File: src/rtl/ym3438_mixer_pkg.sv
// Shared definitions for the YM3438-style stereo channel mixer.
//   - FSM state encoding (IDLE / ACCUM / EMIT)
//   - acc_width(): accumulator width for a given sample width and slot count
//   - saturate() / sat_clips(): signed clamp helpers on a 64-bit carrier
package ym3438_mixer_pkg;

    localparam logic [1:0] ST_IDLE  = 2'd0;
    localparam logic [1:0] ST_ACCUM = 2'd1;
    localparam logic [1:0] ST_EMIT  = 2'd2;

    // Two guard bits cover the ladder offset on top of the per-slot growth.
    function automatic int acc_width(input int in_w, input int num_ch);
        return in_w + $clog2(num_ch) + 2;
    endfunction

    function automatic logic signed [63:0] saturate(input logic signed [63:0] v,
                                                    input int out_w);
        logic signed [63:0] hi;
        logic signed [63:0] lo;
        hi = (64'sd1 <<< (out_w - 1)) - 64'sd1;
        lo = -hi - 64'sd1;
        if (v > hi)
            return hi;
        else if (v < lo)
            return lo;
        else
            return v;
    endfunction

    function automatic logic sat_clips(input logic signed [63:0] v, input int out_w);
        return saturate(v, out_w) != v;
    endfunction

endpackage

File: src/rtl/ym3438_mixer_sat.sv
// Combinational signed clamp from an ACC_W-bit accumulator to OUT_W bits.
// Ports:
//   din   in   ACC_W  signed accumulator value
//   dout  out  OUT_W  clamped value
//   clip  out  1      din was outside the OUT_W signed range
module ym3438_mixer_sat
    import ym3438_mixer_pkg::*;
#(
    parameter int ACC_W = 14,
    parameter int OUT_W = 16
) (
    input  logic signed [ACC_W-1:0] din,
    output logic signed [OUT_W-1:0] dout,
    output logic                    clip
);

    assign dout = OUT_W'(saturate(64'(din), OUT_W));
    assign clip = sat_clips(64'(din), OUT_W);

endmodule

File: src/rtl/ym3438_mixer.sv
// Stereo channel mixer: sums NUM_CH panned channel samples per frame into
// left/right accumulators, optionally adding the DAC ladder-effect offset,
// and presents saturated results once per frame.
// Ports:
//   MCLK         in   1      clock
//   reset        in   1      synchronous active-high reset
//   en           in   1      clock enable; state advances only when high
//   frame_sync   in   1      marks slot 0 of a frame (needs ch_valid)
//   ch_valid     in   1      ch_data/ch_pan carry one channel slot
//   ch_data      in   IN_W   signed channel sample
//   ch_pan       in   2      bit1 left enable, bit0 right enable
//   ladder_mode  in   1      add ladder offset to every slot
//   out_l/out_r  out  OUT_W  saturated frame sums, held between strobes
//   out_valid    out  1      one-en-cycle strobe on new result
//   overflow     out  1      sticky: a result was clamped
//   frame_err    out  1      sticky: frame restarted before NUM_CH slots
//
// state | meaning
// IDLE  | waiting for frame_sync & ch_valid
// ACCUM | summing slots 1..NUM_CH-1
// EMIT  | publish result; a new frame may start in the same cycle
module ym3438_mixer
    import ym3438_mixer_pkg::*;
#(
    parameter int NUM_CH     = 6,
    parameter int IN_W       = 9,
    parameter int OUT_W      = 16,
    parameter int LADDER_OFF = 4
) (
    input  logic                   MCLK,
    input  logic                   reset,
    input  logic                   en,
    input  logic                   frame_sync,
    input  logic                   ch_valid,
    input  logic signed [IN_W-1:0] ch_data,
    input  logic [1:0]             ch_pan,
    input  logic                   ladder_mode,
    output logic signed [OUT_W-1:0] out_l,
    output logic signed [OUT_W-1:0] out_r,
    output logic                   out_valid,
    output logic                   overflow,
    output logic                   frame_err
);

    localparam int ACC_W  = acc_width(IN_W, NUM_CH);
    localparam int SLOT_W = $clog2(NUM_CH + 1);
    localparam logic [SLOT_W-1:0] SLOT_ONE  = SLOT_W'(1);
    localparam logic [SLOT_W-1:0] SLOT_LAST = SLOT_W'(NUM_CH);
    localparam logic signed [ACC_W-1:0] OFF = ACC_W'(LADDER_OFF);
    // A one-slot frame is complete as soon as slot 0 is loaded.
    localparam logic [1:0] FIRST_ST = (NUM_CH == 1) ? ST_EMIT : ST_ACCUM;

    logic [1:0]              state;
    logic [SLOT_W-1:0]       slot_cnt;
    logic signed [ACC_W-1:0] acc_l, acc_r;
    logic signed [ACC_W-1:0] add_l, add_r;
    logic signed [OUT_W-1:0] sat_l, sat_r;
    logic                    clip_l, clip_r;
    logic                    start;
    logic [SLOT_W-1:0]       slot_next;

    function automatic logic signed [ACC_W-1:0] contrib(input logic side_en);
        logic signed [ACC_W-1:0] d;
        logic                    neg;
        d   = ACC_W'(ch_data);
        neg = ch_data[IN_W-1];
        if (ladder_mode)
            // Disabled side still sees the ladder offset, signed like the sample.
            return side_en ? (neg ? d - OFF : d + OFF) : (neg ? -OFF : OFF);
        else
            return side_en ? d : '0;
    endfunction

    always_comb begin
        add_l     = contrib(ch_pan[1]);
        add_r     = contrib(ch_pan[0]);
        start     = frame_sync & ch_valid;
        slot_next = slot_cnt + SLOT_ONE;
    end

    ym3438_mixer_sat #(.ACC_W(ACC_W), .OUT_W(OUT_W)) u_sat_l (
        .din  (acc_l),
        .dout (sat_l),
        .clip (clip_l)
    );

    ym3438_mixer_sat #(.ACC_W(ACC_W), .OUT_W(OUT_W)) u_sat_r (
        .din  (acc_r),
        .dout (sat_r),
        .clip (clip_r)
    );

    always_ff @(posedge MCLK) begin
        if (reset) begin
            state     <= ST_IDLE;
            slot_cnt  <= '0;
            acc_l     <= '0;
            acc_r     <= '0;
            out_l     <= '0;
            out_r     <= '0;
            out_valid <= 1'b0;
            overflow  <= 1'b0;
            frame_err <= 1'b0;
        end else if (en) begin
            out_valid <= 1'b0;
            case (state)
                ST_IDLE: begin
                    if (start) begin
                        acc_l    <= add_l;
                        acc_r    <= add_r;
                        slot_cnt <= SLOT_ONE;
                        state    <= FIRST_ST;
                    end
                end
                ST_ACCUM: begin
                    if (start) begin
                        frame_err <= 1'b1;
                        acc_l     <= add_l;
                        acc_r     <= add_r;
                        slot_cnt  <= SLOT_ONE;
                        state     <= FIRST_ST;
                    end else if (ch_valid) begin
                        acc_l    <= acc_l + add_l;
                        acc_r    <= acc_r + add_r;
                        slot_cnt <= slot_next;
                        if (slot_next == SLOT_LAST)
                            state <= ST_EMIT;
                    end
                end
                ST_EMIT: begin
                    out_l     <= sat_l;
                    out_r     <= sat_r;
                    out_valid <= 1'b1;
                    if (clip_l | clip_r)
                        overflow <= 1'b1;
                    if (start) begin
                        acc_l    <= add_l;
                        acc_r    <= add_r;
                        slot_cnt <= SLOT_ONE;
                        state    <= FIRST_ST;
                    end else begin
                        state <= ST_IDLE;
                    end
                end
                default: state <= ST_IDLE;
            endcase
        end
    end

endmodule

File: config.mk
export PLATFORM = sky130hd
export DESIGN_NAME = ym3438_mixer
export DESIGN_NICKNAME = d
export VERILOG_FILES = /design/src/rtl/ym3438_mixer_pkg.sv /design/src/rtl/ym3438_mixer_sat.sv /design/src/rtl/ym3438_mixer.sv
export SDC_FILE = /design/constraint.sdc
export NUM_CORES = 1
export LEC_CHECK = 0
export BUFFER_PORTS_ARGS = -buffer_cell sky130_fd_sc_hd__buf_2
export CORE_MARGIN = 4
export CORE_UTILIZATION = 35
export DETAILED_ROUTE_END_ITERATION = 12
export GPL_TIMING_DRIVEN = 0
export PLACE_DENSITY = 0.58
export SYNTH_ARGS = -nofsm -noshare
export SYNTH_HDL_FRONTEND = slang
export SYNTH_SLANG_ARGS = --single-unit
File: constraint.sdc
create_clock -name MCLK -period 5 [get_ports MCLK]
set_input_delay 0.75 -clock MCLK [delete_from_list [all_inputs] [get_ports MCLK]]
set_output_delay 0.75 -clock MCLK [all_outputs]
set_load 0.02 [all_outputs]
==> metrics.md, run 1 <==
| Metric | Value |
|---|---|
| Maximum number of pins on one net before global-route repair | `12` |
| Largest fanout on the critical path | `11` |
| First-pass GRT wire length | `20.6 mm` |
| Die outline width | `120 um` |
| Post-route design area | `5140 um2` |
| Endpoints failing hold | `0` |
| Post-synthesis to final-layout area growth | `16.8%` |
| Synth Net Count | `620` |
| Static power due to leakage | `2.22 nW` |
| Count of port buffers added during placement | `50` |
| Post-synth ARST share | `0` |
| Status | `complete, no violations` |
| Setup violators final | `0` |
| Initial detailed-routing violation count | `231` |
| Number of standard cells after synthesis | `563` |
| Routed length per instance | `16.2 um` |
| Main flop type after synthesis | `sky130_fd_sc_hd__dfxtp_1` |
| Hold Buf Count CTS | `0` |
| Tot Pwr | `1.45 mW` |
| Peak supply drop | `0.000149 V` |
| Setup_tns | `0 ns` |
| Layout filler cell count | `1,279` |
| Post-layout min period | `4.00 ns` |
| Worst-case setup margin in the final layout | `1.00 ns` |
| Post-cts sizing count | `0` |
| Non-Filler Instances | `795` |
| Timing-limited maximum frequency | `0.250 GHz` |
| Global Route met3 Usage | `0.0320` |
| Starting density of the core | `0.362` |
| Worst Tran Pin Value | `0.727 ns` |
| Residual overflow from global routing | `0` |
| Count of antenna diodes in the layout | `0` |
| Kind of launch point of the worst setup path | `input port` |
| Cell area power density | `281 nW/um2` |
| Peak-usage layer in the global routing report | `met2` |
| Count of state elements after synthesis | `66` |
| Cell count of the worst hold path | `2` |
| Max Slew Vio Count | `0` |
| # placed instances | `781` |
| Core area | `12,200 um2` |
| Count of max-cap constraint violations | `0` |
| Clock tree from TritonCTS | `done` |
| Die span in y | `120 um` |
| Number of detailed-route iterations in the first pass | `5` |
| Buffer cell driving the clock tree root | `sky130_fd_sc_hd__clkbuf_16` |
| Proportion of synthesized chip area in sequential cells | `0.300` |
| Postcts setup bufs | `0` |
| Top-level port count | `52` |
| Number of rows created at floorplan | `40` |
| Total Routing Usage GR | `0.181` |
| Max Clock Skew | `0.00786 ns` |
| DR vias | `4,241` |
| Required time of the worst setup path | `5.19 ns` |
| Final weighted congestion of routability-driven global placement | `0.908` |
| Crit Path Category | `input port to register` |
| Vias in the first global route | `4,020` |
| Maximum root-to-sink buffer count | `2` |
| Residual DRC | `0` |
| Synthesized cell area | `4400 um2` |
| Data arrival time at the worst-slack endpoint | `4.19 ns` |
| Fraction of final layout cells with drive strength greater than 1 | `0.148` |
| Class of the worst hold path | `register to register` |
| Maximum level of the CTS H-tree | `3` |
| Clock latency reported for the late side of the worst-skew pair | `0.34 ns` |
| Capturing element type of the critical path | `register` |
| Placement-stage worst setup slack | `0.689 ns` |
| Relative slew slack | `0.516` |
| Area of the die | `14,400 um2` |
| Yosys Warn Count | `0` |
| Antenna violations before repair | `0` |
| RSZ-0062 raised after global routing | `false` |
| Synth top area share | `0.300` |
| Total clock buffers created by CTS | `9` |
| Nets@finish | `681` |
| Cell types occupying the most area after synthesis | `sky130_fd_sc_hd__dfxtp_1 30%, sky130_fd_sc_hd__ha_1 11%, sky130_fd_sc_hd__nand2_1 9.5%, sky130_fd_sc_hd__a21oi_1 7.3%, sky130_fd_sc_hd__nor2_1 3.7%` |
| M2 GR Usage | `0.261` |
| Synthesized area per cell | `7.82 um2` |
| Met1 Usage GRT | `0.252` |
| Final WL | `12.9 mm` |
| Placed standard-cell area | `4860 um2` |
| Sink Count | `66` |
| Largest area contributor in the synthesized netlist | `sky130_fd_sc_hd__dfxtp_1` |
| Count of different cell masters after synthesis | `57` |
| Final antenna-violating net count | `0` |
| Via density per instance | `5.33` |
| DP HPWL | `9.74 mm` |
| Final cycle utilization of the critical path | `0.799` |
| Worst-case reg-to-reg path depth | `9` |
| Clock transition at the registers of the reported paths | `0.06 ns` |
| Post-synth EDFFs | `0` |
-- cell families after synthesis --
logic type	Yosys count	synth area share
AOI/OAI and AO/OA	167	0.248
xor gates and xnor gates	25	0.0497
adders and majority gates	40	0.119
buffers and inverters	42	0.0472
DFF	66	0.300
muxes	12	0.0276
and+or+nand+nor	211	0.208
-- path summary, 6_finish.rpt --
path | start | slack (ns) | endpoint
worst min register to register | out_r[15]$_SDFFE_PP0P_ | 0.45 | out_r[15]$_SDFFE_PP0P_
worst max register to register | acc_l[0]$_SDFFE_PP0P_ | 2.43 | acc_l[12]$_SDFFE_PP0P_
worst min-delay path | out_r[15]$_SDFFE_PP0P_ | 0.45 | out_r[15]$_SDFFE_PP0P_
worst max-delay path | ch_data[8] | 1.00 | acc_r[13]$_SDFFE_PP0P_
-- flip-flops by register name, summed over array words and instances (netlist names) --
name       flops
acc_r         14
state          2
frame_err      1
acc_l         14
slot_cnt       3
out_l         15
overflow       1
out_r         15
out_valid      1
-- layout by cell type (no fill, tap or decap), drive strengths merged, types with 11 or more instances in the layout --
cell type  count
a21o          11
xnor2         15
nor2          43
inv           12
o21ai         25
nand2        112
a211oi        11
a311oi        11
clkbuf        29
a21oi         70
dfxtp         66
ha            37
buf           63
mux2i         11
-- layer usage --
metal	wire, um	share of wire
met3	772	0.060
met1	6160	0.48
met5	0	0
met2	5460	0.42
met4	483	0.037
-- stage by stage --
stage,hold WS [ns],util
floorplan,0.446,-
global placement,0.441,0.400
detailed placement,0.446,0.400
CTS,0.454,0.423
global route,0.470,0.423
finish,0.452,0.423
-- final cells by class --
type,instances,area (um2),share of cell area
well taps,168,210,0.0409
flip-flops and latches,66,1320,0.257
inverters,12,45.0,0.00876
clock buffers,12,267,0.0518
repair buffers,50,250,0.0487
clock inverters,2,12.5,0.00243
plain buffers,30,163,0.0316
multi-input cells,455,2870,0.559
-- cell usage after synthesis, types with 6 or more instances --
| library cell | number |
|---|---|
| sky130_fd_sc_hd__a211oi_1 | 11 |
| sky130_fd_sc_hd__a21o_1 | 10 |
| sky130_fd_sc_hd__a21oi_1 | 64 |
| sky130_fd_sc_hd__a21oi_2 | 6 |
| sky130_fd_sc_hd__a311oi_1 | 10 |
| sky130_fd_sc_hd__a31oi_1 | 6 |
| sky130_fd_sc_hd__buf_2 | 7 |
| sky130_fd_sc_hd__clkbuf_1 | 14 |
| sky130_fd_sc_hd__dfxtp_1 | 66 |
| sky130_fd_sc_hd__ha_1 | 37 |
| sky130_fd_sc_hd__inv_1 | 12 |
| sky130_fd_sc_hd__mux2i_1 | 11 |
| sky130_fd_sc_hd__nand2_1 | 112 |
| sky130_fd_sc_hd__nand2b_1 | 7 |
| sky130_fd_sc_hd__nand3_1 | 10 |
| sky130_fd_sc_hd__nor2_1 | 43 |
| sky130_fd_sc_hd__nor2b_1 | 6 |
| sky130_fd_sc_hd__nor3_1 | 10 |
| sky130_fd_sc_hd__o21ai_0 | 19 |
| sky130_fd_sc_hd__o21bai_1 | 8 |
| sky130_fd_sc_hd__xnor2_1 | 15 |
| sky130_fd_sc_hd__xor2_1 | 10 |
-- critical path, cell delays in order --
cell and delay (ns):
sky130_fd_sc_hd__buf_2 0.22, sky130_fd_sc_hd__ha_1 0.27, sky130_fd_sc_hd__a21o_1 0.18, sky130_fd_sc_hd__a21oi_1 0.21
sky130_fd_sc_hd__o21bai_1 0.10, sky130_fd_sc_hd__a21oi_1 0.35, sky130_fd_sc_hd__mux2i_1 0.16, sky130_fd_sc_hd__o21ba_2 0.25
sky130_fd_sc_hd__ha_1 0.22, sky130_fd_sc_hd__a21o_2 0.25, sky130_fd_sc_hd__nor3_1 0.15, sky130_fd_sc_hd__nand4_1 0.21
sky130_fd_sc_hd__a311oi_2 0.29, sky130_fd_sc_hd__mux2_1 0.36, sky130_fd_sc_hd__o211ai_1 0.11, sky130_fd_sc_hd__a31oi_1 0.10
-- where the power goes --
group	internal [mW]	switching, mW
Combinational	0.112	0.173
Sequential	0.541	0.0152
Clock	0.370	0.236
Total	1.02	0.424
(Power assumes the default switching activity.)
==> inputs of run 2 (changes only) <==
Clock period 5 ns to 3.9 ns, I/O delays scaled along.
==> metrics.md, run 2 (same netlist as run 1, synthesis figures left out) <==
| Metric | Value |
|---|---|
| Die span in y | `120 um` |
| Launch point of the worst hold path | `out_r[1]$_SDFFE_PP0P_` |
| Clock tree from TritonCTS | `done` |
| Number of detailed-route iterations in the first pass | `5` |
| Count of max-cap constraint violations | `0` |
| Maximum root-to-sink buffer count | `2` |
| Met1 Usage GRT | `0.252` |
| Cell area power density | `361 nW/um2` |
| # placed instances | `781` |
| Final weighted congestion of routability-driven global placement | `0.908` |
| Via density per instance | `5.33` |
| Crit Path Category | `input port to register` |
| Tot Pwr | `1.87 mW` |
| Initial detailed-routing violation count | `236` |
| Count of antenna diodes in the layout | `0` |
| Area of the die | `14,400 um2` |
| Residual DRC | `0` |
| Maximum level of the CTS H-tree | `3` |
| Reg2reg start | `acc_l[0]$_SDFFE_PP0P_` |
| Regs by FF count | `out_l (15), out_r (15)` |
| RSZ-0062 raised after global routing | `false` |
| Class of the worst hold path | `register to register` |
| Count of port buffers added during placement | `50` |
| Nets@finish | `682` |
| Buffer cell driving the clock tree root | `sky130_fd_sc_hd__clkbuf_16` |
| Total clock buffers created by CTS | `9` |
| Commonest cells after routing, fill and taps aside | `112 x sky130_fd_sc_hd__nand2_1, 66 x sky130_fd_sc_hd__dfxtp_1, 62 x sky130_fd_sc_hd__a21oi_1` |
| Relative slew slack | `0.513` |
| Largest delay share family, worst path | `compound AO/OA/AOI/OAI gates` |
| Routed length per instance | `16.3 um` |
| Worst-path cell with the longest stage delay | `sky130_fd_sc_hd__fa_1` |
| Placed standard-cell area | `4860 um2` |
| Placement-stage worst setup slack | `-0.246 ns` |
| Post-route design area | `5170 um2` |
| Post-synthesis to final-layout area growth | `17.5%` |
| Delay of the slowest critical-path stage | `0.41 ns` |
| Antenna violations before repair | `0` |
| Max Clock Skew | `0.00897 ns` |
| Sink Count | `66` |
| Worst Tran Pin Value | `0.731 ns` |
| Endpoints failing hold | `0` |
| Top-level port count | `52` |
| Core area | `12,200 um2` |
| Vias in the first global route | `4,020` |
| Starting density of the core | `0.362` |
| Largest fanout on the critical path | `11` |
| Final cycle utilization of the critical path | `0.962` |
| Final standard cell utilization of the core | `0.425` |
| Residual overflow from global routing | `0` |
| Data arrival time at the worst-slack endpoint | `3.95 ns` |
| Timing-limited maximum frequency | `0.267 GHz` |
| Capturing element type of the critical path | `register` |
| M2 GR Usage | `0.261` |
| Kind of launch point of the worst setup path | `input port` |
| Leading cell type in the layout, fill and taps excluded | `sky130_fd_sc_hd__nand2_1` |
| Cell repeated most along the worst path | `sky130_fd_sc_hd__a21o_1` |
| Post-layout min period | `3.75 ns` |
| Buffers & Inverters on Critical Path | `1` |
| Worst-case setup margin in the final layout | `0.149 ns` |
| Global Route met3 Usage | `0.0320` |
| Fraction of final layout cells with drive strength greater than 1 | `0.154` |
| Clock transition at the registers of the reported paths | `0.05 ns` |
| DP HPWL | `9.74 mm` |
| Non-Filler Instances | `796` |
| Critical path origin | `ch_data[8]` |
| First-pass GRT wire length | `20.6 mm` |
| Hold Buf Count CTS | `0` |
| Final antenna-violating net count | `0` |
| Status | `complete, no violations` |
| Required time of the worst setup path | `4.10 ns` |
| Static power due to leakage | `2.23 nW` |
| DR vias | `4,240` |
| Peak-usage layer in the global routing report | `met2` |
| R2R setup slack | `1.33 ns` |
| Peak supply drop | `0.000193 V` |
| Clock latency reported for the late side of the worst-skew pair | `0.35 ns` |
| Max Slew Vio Count | `0` |
| Total Routing Usage GR | `0.181` |
| Setup violators final | `0` |
| Die outline width | `120 um` |
| Final WL | `12.9 mm` |
| Maximum number of pins on one net before global-route repair | `12` |
| Number of rows created at floorplan | `40` |
| Cells traversed along the worst timing path | `buf_2 -> fa_1 -> a21o_1 -> a21oi_2 -> xnor2_1 -> a21oi_1 -> mux2i_2 -> ha_1 -> a21o_1 -> nor3_1 -> nand4_1 -> a311oi_2 -> mux2_1 -> o211ai_1 -> a31oi_1` |
## run 2: timing repair
item | CTS | global route
endpoints found under the setup margin | 0 | 2
buffers inserted | 0 | 1
gates resized for setup | 0 | 4
## run 2: through the flow
stage | TNS [ns] | hold slack, ns
final | 0 | 0.453
after global routing | 0 | 0.470
after CTS | 0 | 0.454
after detailed placement | -0.488 | 0.446
after global placement | -0.360 | 0.441
after floorplan | 0 | 0.446
## run 2: layout make-up
cell class	instances	area, um2
tap	168	210
buffer	30	163
timing repair buffer	51	258
inverter	12	45.0
clock inverter	2	12.5
clock buffer	12	267
fill	1279	6990
multi-input combinational	455	2900
sequential	66	1320
## run 2: routing by layer
layer	wire [um]	up-vias
met1	6220	1967
met4	493	0
met5	0	-
met3	763	32
met2	5480	124
li1	-	2117
## run 2: worst reg2reg max path, stage by stage (launching register included)
cell and delay, ns:
sky130_fd_sc_hd__dfxtp_1 0.33, sky130_fd_sc_hd__ha_1 0.23, sky130_fd_sc_hd__fa_1 0.42, sky130_fd_sc_hd__a21o_1 0.19, sky130_fd_sc_hd__a21oi_2 0.21, sky130_fd_sc_hd__o21ai_1 0.12, sky130_fd_sc_hd__a311o_1 0.33, sky130_fd_sc_hd__o31ai_1 0.31
sky130_fd_sc_hd__xor2_1 0.12, sky130_fd_sc_hd__o32ai_1 0.22
## run 2: worst paths after layout
| path | cells after the start | endpoint |
|---|---|---|
| max | 15 | acc_r[13]$_SDFFE_PP0P_ |
| min | 2 | out_r[1]$_SDFFE_PP0P_ |
| max reg2reg | 9 | acc_l[12]$_SDFFE_PP0P_ |
| min reg2reg | 2 | out_r[1]$_SDFFE_PP0P_ |
## run 2: power breakdown
| part | internal (mW) | leakage [nW] | switching (mW) |
|---|---|---|---|
| Sequential | 0.693 | 0.535 | 0.0195 |
| Clock | 0.474 | 0.137 | 0.307 |
| Combinational | 0.147 | 1.56 | 0.225 |
